$ cat src/rtl/apb_pkg.sv
// Shared APB types and default widths for the APB requester and its wait timer.
// No logic; latency and backpressure are defined by the modules that import it.
// No backpressure.
package apb_pkg;

   localparam int APB_ADDR_W = 4;
   localparam int APB_DATA_W = 16;
   localparam int APB_WAIT_W = 8;

   typedef enum logic [1:0] {IDLE, SETUP, ACCESS} apb_master_states;

endpackage

$ cat src/rtl/apb_wait_timer.sv
// ACCESS wait-state counter with limit compare, used by apb_master under APB_MASTER_TIMEOUT_EN.
// expired is combinational from the registered count (same-cycle compare).
// No backpressure; the count is held once the limit is reached.
module apb_wait_timer
   import apb_pkg::*;
(
   input  logic                  clk,
   input  logic                  rst,
   input  logic                  clear,
   input  logic                  count_en,
   input  logic [APB_WAIT_W-1:0] limit,
   output logic                  expired
);

   logic [APB_WAIT_W-1:0] count;

   // Holding at the limit keeps the counter from wrapping if the owner lingers.
   always_ff @(posedge clk) begin
      if (rst) begin
         count <= '0;
      end else if (clear) begin
         count <= '0;
      end else if (count_en && !expired) begin
         count <= count + 1'b1;
      end
   end

   assign expired = (count == limit);

endmodule

$ cat src/rtl/apb_master.sv
// APB requester: one outstanding single-beat read/write; APB_MASTER_TIMEOUT_EN adds an ACCESS timeout.
// Latency 3 cycles from accept to rsp_valid, plus one cycle per pready-low ACCESS cycle.
// req_ready only in IDLE; rsp_valid is a one-cycle strobe with no backpressure.
module apb_master
   import apb_pkg::*;
#(
   parameter int ADDR_W         = APB_ADDR_W,
   parameter int DATA_W         = APB_DATA_W,
   parameter int TIMEOUT_CYCLES = 15
) (
   input  logic              pclk,
   input  logic              prst,
   input  logic              req_valid,
   output logic              req_ready,
   input  logic              req_write,
   input  logic [ADDR_W-1:0] req_addr,
   input  logic [DATA_W-1:0] req_wdata,
   output logic              rsp_valid,
   output logic [DATA_W-1:0] rsp_rdata,
   output logic              rsp_err,
   output logic              pselx,
   output logic              penable,
   output logic              pwrite,
   output logic [ADDR_W-1:0] paddr,
   output logic [DATA_W-1:0] pwdata,
   input  logic              pready,
   input  logic [DATA_W-1:0] prdata
);

   apb_master_states state;
   apb_master_states state_nxt;

   logic accept;
   logic done;
   logic abort;
   logic expired;

   assign accept = req_valid && req_ready;
   assign done   = (state == ACCESS) && pready;
   assign abort  = (state == ACCESS) && !pready && expired;

   always_ff @(posedge pclk) begin
      if (prst) begin
         state <= IDLE;
      end else begin
         state <= state_nxt;
      end
   end

   always_comb begin
      state_nxt = state;
      case (state)
         IDLE:    if (accept) state_nxt = SETUP;
         SETUP:   state_nxt = ACCESS;
         ACCESS:  if (done || abort) state_nxt = IDLE;
         default: state_nxt = IDLE;
      endcase
   end

   always_comb begin
      pselx     = (state == SETUP) || (state == ACCESS);
      penable   = (state == ACCESS);
      req_ready = (state == IDLE) && !prst;
   end

   // Bus fields load only on accept, so they stay frozen for the whole SETUP/ACCESS span.
   always_ff @(posedge pclk) begin
      if (prst) begin
         pwrite    <= 1'b0;
         paddr     <= '0;
         pwdata    <= '0;
         rsp_valid <= 1'b0;
         rsp_err   <= 1'b0;
         rsp_rdata <= '0;
      end else begin
         rsp_valid <= done || abort;
         rsp_err   <= abort;
         if (accept) begin
            pwrite <= req_write;
            paddr  <= req_addr;
            pwdata <= req_wdata;
         end
         if (done && !pwrite) begin
            rsp_rdata <= prdata;
         end else if (abort) begin
            rsp_rdata <= '0;
         end
      end
   end

`ifdef APB_MASTER_TIMEOUT_EN
   localparam logic [APB_WAIT_W-1:0] WAIT_LIMIT = APB_WAIT_W'(TIMEOUT_CYCLES);

   apb_wait_timer u_wait_timer (
      .clk      (pclk),
      .rst      (prst),
      .clear    (state == SETUP),
      .count_en ((state == ACCESS) && !pready),
      .limit    (WAIT_LIMIT),
      .expired  (expired)
   );
`else
   logic unused_timeout;

   assign expired        = 1'b0;
   assign unused_timeout = ^TIMEOUT_CYCLES;
`endif

endmodule
$ cat config.mk
export PLATFORM = sky130hd
export DESIGN_NAME = apb_master
export DESIGN_NICKNAME = d
export VERILOG_FILES = /design/src/rtl/apb_pkg.sv /design/src/rtl/apb_wait_timer.sv /design/src/rtl/apb_master.sv
export SDC_FILE = /design/constraint.sdc
export NUM_CORES = 1
export LEC_CHECK = 0
export ABC_AREA = 1
export ABC_CLOCK_PERIOD_IN_PS = 2000
export CORE_ASPECT_RATIO = 1.2
export CORE_MARGIN = 2
export CORE_UTILIZATION = 41
export DETAILED_ROUTE_END_ITERATION = 7
export GPL_ROUTABILITY_DRIVEN = 0
export PLACE_DENSITY = 0.84
export SLEW_MARGIN = 25
export SYNTH_ARGS = -nofsm -noshare
export SYNTH_HDL_FRONTEND = slang
export SYNTH_SLANG_ARGS = --single-unit
$ cat constraint.sdc
create_clock -name pclk -period 2 [get_ports pclk]
set_clock_uncertainty 0.1 [all_clocks]
set_input_delay 0.4 -clock pclk [delete_from_list [all_inputs] [get_ports pclk]]
set_output_delay 0.4 -clock pclk [all_outputs]
set_load 0.01 [all_outputs]
==> summary.md, run 1 <==
| Metric | Value |
|---|---|
| Run status | completed |
| Reg2Reg Capture Point | pwdata[8]$_SDFFE_PP0P_ |
| Critical Path Fanout Max | 3 |
| Max-Cap Viols | 0 |
| Hold_sp | pwdata[14]$_SDFFE_PP0P_ |
| Core area | approximately 3600 um^2 |
| WHS Path Cells | 2 |
| Total gr overflow | 0 |
| P_leak | around 1.1 nW |
| Critical-path cell list | inv_1, ha_1, inv_1, nor2_4, dlygate4sd2_1 |
| Crit path kind | flop to primary output |
| Setup TNS | 0 ns |
| Crit end category | primary output |
| Die height | a little over 70 um |
| R2r startpoint | state[0]$_SDFFE_PP0P_ |
| Reg2reg setup slack | 0.25 ns |
| Final slew viol count | 0 |
| Setup WS post-layout | ~0.13 ns |
| Drt pass-1 iters | 4 |
| Total Wirelength | around 3.9 mm |
| Yosys top cell area share | 51.9% |
| Post-CTS Setup Inserts | 0 |
| Diode count | 0 |
| Tcrit/Tclk final | 93.4% |
| Global-route wire length before repair | between 6 and 7 mm |
| Vias in the first global route | 1486 |
| Crit-path slowest cell | dfxtp_1 |
| Synth Instances | 193 |
| Largest net degree at the start of global routing | 40 |
| Final setup violation count | 0 |
| Num rows | 24 |
| Worst Max-Slew Pin Slew | a little under 0.6 ns |
| Port buffer count | 81 |
| Yosys warnings | 0 |
| Relative slew slack | about three fifths |
| Initial Utilization | between 40% and 50% |
| FF+latch count, synth | 40 |
| Vias | approximately 1600 |
| H-tree depth | 2 |
| CTS tree | built |
| Most common cell on crit path | inv_1 |
| Min Tclk post-route | about 1.9 ns |
| Clk Latency, worst-skew pair | a little under 0.3 ns |
| Antenna violation net count after detailed routing | 0 |
| Seq/Total Area, Yosys | 51.9% |
| Syn-to-layout area delta | 59.1% |
| Slowest stage delay, CP | 0.36 ns |
| DP Worst Slack | -0.0537 ns |
| Critical Path RT | about 1.5 ns |
| Vias/cell | roughly 4.8 |
| Unrepaired setup endpoints after global routing | false |
| TritonCTS buffer count | 5 |
| I/O pin total | 83 |
| CTS Buffer Depth | 2 |
| Clock Sinks | 40 |
| R2R cell count | 8 |
| Min-Delay Endpoint | pwdata[14]$_SDFFE_PP0P_ |
| Hpwl dp | between 2 and 3 mm |
| DRC Markers | 0 |
| Hold Violations, Final | 0 |
| Worst setup SP type | flop |
| Synth area leaders | dfxtp_1, nand3_1, nor2_1 |
| Avg Cell Area, Syn | ~8 um^2 |
| Avg WL per Cell | roughly 12 um |
| Layout cells sized above 1 | 5.86% |
| Die area | between 4000 and 5000 um^2 |
| VDD IR max | approximately 0.00058 V |
| Die X | 60.0 um |
| Type of the tightest min-delay check | flop to flop |
| Post-synth top area cell | dfxtp_1 |
| Root Buffer | clkbuf_8 |
| Mapped Area | 1540 um^2 |
| Initial antenna violation count | 0 |
| Yosys cell types | 17 |
| All-Layer GR Usage | 19.6% |
| NumNets Final | ~320 |
| Max Clk Rate | around 540 MHz |
| Initial drt markers | 50 |
| Synthesized net count | roughly 240 |
| Reg clk slew, reported paths | ~0.08 ns |
| Worst Path Arrival | about 1.4 ns |
| Pwr per Cell Area | between 1000 and 1500 nW/um^2 |
| Crit path launch | state[0]$_SDFFE_PP0P_ |
-- worst max path at each step --
stage | slack, ns | to | cells after the start
after floorplan | 0.58 | req_ready | 5
after global placement | -0.06 | req_ready | 3
after detailed placement | -0.05 | req_ready | 3
after CTS | 0.13 | req_ready | 5
after global routing | 0.04 | req_ready | 5
final | 0.13 | req_ready | 5
-- flip-flops by register name (all words and copies together) (netlist names) --
register / count
paddr: 4
rsp_rdata: 16
rsp_valid: 1
pwdata: 16
pwrite: 1
state: 2
-- logic make-up after synthesis --
group	share of synthesized area, %
AND/OR/NAND/NOR	30.9
flip-flops	51.9
buffers and inverters	7.47
AO/OA/AOI/OAI	6.17
adder cells (fa/ha/maj)	3.25
other	0.243
-- worst max-delay path, delay by kind of cell, from the launching register on --
family        cells  cell delay [ns]
fa+ha+maj         1             0.21
buf+inv           3             0.47
flops             1             0.36
simple gates      1             0.04
-- synthesized netlist by cell type, drive strengths merged --
| library cell | instances |
|---|---|
| ha | 4 |
| nand2 | 26 |
| nor2 | 37 |
| conb | 1 |
| nand3 | 44 |
| o21ai | 17 |
| dfxtp | 40 |
| inv | 9 |
| clkbuf | 3 |
| buf | 10 |
| a21oi | 2 |
-- timing repair --
| item | in CTS | in global routing |
|---|---|---|
| resized for setup | 3 | 0 |
| hold buffers | 0 | 0 |
| setup endpoints to repair | 3 | 0 |
-- per-layer routing --
metal  vias to the layer above  track usage [%]  wire length [um]
met3                         6             6.58               180
met5                         -                0                 0
met4                         0             7.41                53
met1                       723             20.0              1620
li1                        779                -                 -
met2                        45             35.6              2100
-- final cells by class --
class,instances,area [um^2]
fill,312,1180
timing repair buffer,85,837
sequential,40,801
multi-input combinational,131,626
clock buffer,8,90.1
tap,52,65.1
inverter,9,33.8
-- where the power goes --
group	internal (W)	leakage, nW	total (W)	switching, W
logic	0.000512	0.707	0.00102	0.000504
registers	0.000975	0.327	0.00107	0.0000913
clock network	0.000282	0.0455	0.000552	0.000270
total	0.00177	1.08	0.00263	0.000865
-- cells in the final DEF, fill, tap and decap left out, types with 3 or more instances in the layout --
cell / netlist / routed
dlygate4sd2_1: 0 / 3
ha_1: 4 / 4
clkbuf_8: 0 / 6
inv_1: 7 / 7
nand2_1: 24 / 24
o21ai_0: 16 / 16
dfxtp_1: 40 / 40
nand3_1: 44 / 44
nor2_1: 35 / 35
clkdlybuf4s50_1: 0 / 78
buf_4: 3 / 4
-- metrics by stage --
| stage | power (W) | area [um^2] | util [%] | cells | hold WS, ns |
|---|---|---|---|---|---|
| 2_1_floorplan | 0.00159 | 1540 | - | 193 | 0.372 |
| 3_3_place_gp | 0.00210 | 2370 | 65.1 | 317 | 0.352 |
| 3_5_place_dp | 0.00213 | 2370 | 65.1 | 317 | 0.358 |
| 4_1_cts | 0.00266 | 2450 | 67.5 | 325 | 0.369 |
| 5_1_grt | 0.00281 | 2450 | 67.5 | 325 | 0.382 |
| 6_report | 0.00263 | 2450 | 67.5 | 325 | 0.365 |
No activity file was read; power rests on OpenSTA's default activity.
==> run 2, diff against run 1 <==
- CORE_MARGIN: 2 -> default
- GPL_TIMING_DRIVEN: default -> 0
==> run 2 against run 1 <==
Setup slack got worse by 0.072 ns. Clock power decreased by 0.9%. Flip-flop and latch count unchanged. Sequential power about the same. Non-clock buffer count increased by 11. Power increased by 2.7%. Via count increased by 0.84%. Critical endpoint unchanged. Largest cell class unchanged. Largest power group is now combinational cells.
==> summary.md, run 2 (synthesis gave the netlist of run 1 again) <==
| Metric | Value |
|---|---|
| Clock Sinks | 40 (unchanged) |
| NumNets Final | 328 (was 317) |
| Hold Violations, Final | 0 (unchanged) |
| Die area | 4010 um^2 (was 4270 um^2) |
| Vias/cell | 4.85 (was 4.78) |
| Reg area | 801 um^2 (unchanged) |
| R2r startpoint | state[1]$_SDFFE_PP0P_ (was state[0]$_SDFFE_PP0P_) |
| I/O pin total | 83 (unchanged) |
| DRC Markers | 0 (unchanged) |
| Diode count | 0 (unchanged) |
| Crit path kind | flop to primary output (unchanged) |
| Vias in the first global route | 1409 (was 1486) |
| Post-layout util | 69.7% (was 67.5%) |
| Avg WL per Cell | 12.1 um (about the same) |
| Seq pwr share | 39.7% (was 40.5%) |
| Layout cells sized above 1 | 9.51% (was 5.86%) |
| Reg2Reg Capture Point | pwdata[5]$_SDFFE_PP0P_ (was pwdata[8]$_SDFFE_PP0P_) |
| Switch share | 32.6% (was 32.9%) |
| Multi-input gate area | 628 um^2 (was 626 um^2) |
| Drt pass-1 iters | 6 (was 4) |
| Initial antenna violation count | 0 (unchanged) |
| Crit path launch | state[1]$_SDFFE_PP0P_ (was state[0]$_SDFFE_PP0P_) |
| Hold_sp | pwdata[9]$_SDFFE_PP0P_ (was pwdata[14]$_SDFFE_PP0P_) |
| Max-Cap Viols | 0 (unchanged) |
| CTS tree | built (unchanged) |
| Number of fill cells | 313 (was 312) |
| Root Buffer | clkbuf_8 (unchanged) |
| Core area | 3600 um^2 (was 3630 um^2) |
| Type of the tightest min-delay check | flop to flop (unchanged) |
| Min Tclk post-route | 1.94 ns (was 1.87 ns) |
| Total gr overflow | 0 (unchanged) |
| Most common cell after layout, fill and taps aside | clkdlybuf4s50_1 (unchanged) |
| Syn-to-layout area delta | 62.9% (was 59.1%) |
| Hpwl dp | 2.86 mm (was 2.71 mm) |
| Critical Path RT | 1.50 ns (about the same) |
| Run status | completed (unchanged) |
| CTS Buffer Depth | 2 (unchanged) |
| WHS Path Cells | 2 (unchanged) |
| Initial drt markers | 38 (was 50) |
| Initial Utilization | 42.8% (was 42.4%) |
| Worst setup SP type | flop (unchanged) |
| Slowest stage delay, CP | 0.33 ns (was 0.36 ns) |
| R2R cell count | 9 (was 8) |
| Most common cell on crit path | inv_1 (unchanged) |
| Critical-path cell list | inv_1, ha_2, inv_1, nor2_4, buf_6, clkbuf_2 (was inv_1, ha_1, inv_1, nor2_4, dlygate4sd2_1) |
| Final setup violation count | 0 (unchanged) |
| Min-Delay Endpoint | pwdata[9]$_SDFFE_PP0P_ (was pwdata[14]$_SDFFE_PP0P_) |
| Commonest cells after routing, fill and taps aside | clkdlybuf4s50_1, nand3_1, dfxtp_1, nor2_1, nand2_1 (unchanged) |
| Clk Latency, worst-skew pair | 0.30 ns (was 0.29 ns) |
| Switching pwr | 0.000882 W (was 0.000865 W) |
| Antenna violation net count after detailed routing | 0 (unchanged) |
| Num rows | 24 (unchanged) |
| Reg2reg setup slack | 0.43 ns (was 0.25 ns) |
| Port buffer count | 81 (unchanged) |
| Global-route wire length before repair | 6.28 mm (was 6.38 mm) |
| Pwr per Cell Area | 1080 nW/um^2 (was 1070 nW/um^2) |
| Max Clk Rate | 515 MHz (was 535 MHz) |
| Final slew viol count | 0 (unchanged) |
| Crit-path slowest cell | dfxtp_1 (unchanged) |
| Tcrit/Tclk final | 97.0% (was 93.4%) |
| Reg clk slew, reported paths | 0.08 ns (about the same) |
| H-tree depth | 2 (unchanged) |
| Critical Path Fanout Max | 10 (was 3) |
| Total Wirelength | 3.91 mm (was 3.95 mm) |
| # hold bufs at CTS | 0 (unchanged) |
| Biggest regs | pwdata (16), rsp_rdata (16), paddr (4) (unchanged) |
| Crit end category | primary output (unchanged) |
| Clock power frac | 20.2% (was 20.9%) |
| TritonCTS buffer count | 5 (unchanged) |
| P_leak | 1.13 nW (was 1.08 nW) |
| Cell Count, Final, Fillers Out | 323 (was 325) |
| All-Layer GR Usage | 20.3% (was 19.6%) |
| Die height | 69.2 um (was 71.2 um) |
| Placed Cells | 313 (was 317) |
| Largest net degree at the start of global routing | 12 (was 40) |
| Internal | 0.00182 W (was 0.00177 W) |
| Die X | 58.0 um (was 60.0 um) |
| Worst Path Arrival | 1.44 ns (was 1.37 ns) |
| Combinational share of power | 40.1% (was 38.6%) |
| Vias | 1566 (was 1553) |
| VDD IR max | 0.000709 V (was 0.000579 V) |
[run 2: changes by cell type in the layout (fill, tap and decap cells not counted)]
cell | previous run | this run
dlygate4sd2_1 | 3 | 1
dlymetal6s2s_1 | 0 | 1
inv_1 | 7 | 6
buf_2 | 0 | 4
ha_1 | 4 | 3
buf_6 | 0 | 3
clkbuf_2 | 0 | 1
buf_4 | 4 | 5
clkbuf_1 | 2 | 5
ha_2 | 0 | 1
inv_2 | 2 | 3
[run 2: per-layer routing]
metal	vias up	global-route usage (%)	part of all wire, %
li1	802	-	-
met1	716	23.5	41
met2	42	34.2	52
met3	6	6.34	5.5
met4	0	7.94	1.7
met5	-	0	0
[run 2: critical path: cells and delay by family, from the launching register on]
| family | cells | cell delay [ns] |
|---|---|---|
| buf+inv | 4 | 0.48 |
| flops | 1 | 0.33 |
| fa+ha+maj | 1 | 0.19 |
| simple gates | 1 | 0.14 |
[run 2: area by class of cell]
type,instances,share of cell area (%)
Buffer,13,3.49
Inverter,9,1.35
Timing Repair Buffer,83,32.7
Sequential cell,40,31.9
Tap cell,39,1.94
Multi-Input combinational cell,131,25.0
Clock buffer,8,3.59
[run 2: power by group through the flow]
stage,Sequential (W),Combinational [W],Clock [W]
CTS,0.00107,0.00107,0.000567
global placement,0.00108,0.00105,0
detailed placement,0.00109,0.00107,0
floorplan,0.00115,0.000439,0
global route,0.00109,0.00120,0.000593
finish,0.00107,0.00108,0.000547
[run 2: repair_timing]
action,CTS,global route
buffers inserted,0,2
gates resized for setup,4,5
pin swaps,0,1
setup endpoints to repair,3,2
[run 2: worst max path at each step]
stage / to / slack [ns] / depth (start not counted)
global route: req_ready / -0.02 / 6
global placement: req_ready / -0.42 / 4
detailed placement: req_ready / -0.43 / 4
floorplan: req_ready / 0.58 / 5
CTS: req_ready / -0.09 / 6
finish: req_ready / 0.06 / 6
[run 2: metrics by stage]
| step | instance area [um^2] | hold WS, ns | setup TNS (ns) | power (W) | setup WS (ns) |
|---|---|---|---|---|---|
| floorplan | 1540 | 0.372 | 0 | 0.00159 | 0.582 |
| global route | 2510 | 0.380 | -0.0171 | 0.00288 | -0.0171 |
| global placement | 2400 | 0.350 | -0.423 | 0.00212 | -0.423 |
| finish | 2510 | 0.363 | 0 | 0.00270 | 0.0597 |
| CTS | 2490 | 0.366 | -0.112 | 0.00270 | -0.0864 |
| detailed placement | 2400 | 0.355 | -0.434 | 0.00216 | -0.434 |
==> run 3, diff against run 2 <==
- CTS_CLUSTER_SIZE: default -> 28
==> results of run 3 <==
The final DEF is identical to that of run 2; final timing and power are the same.
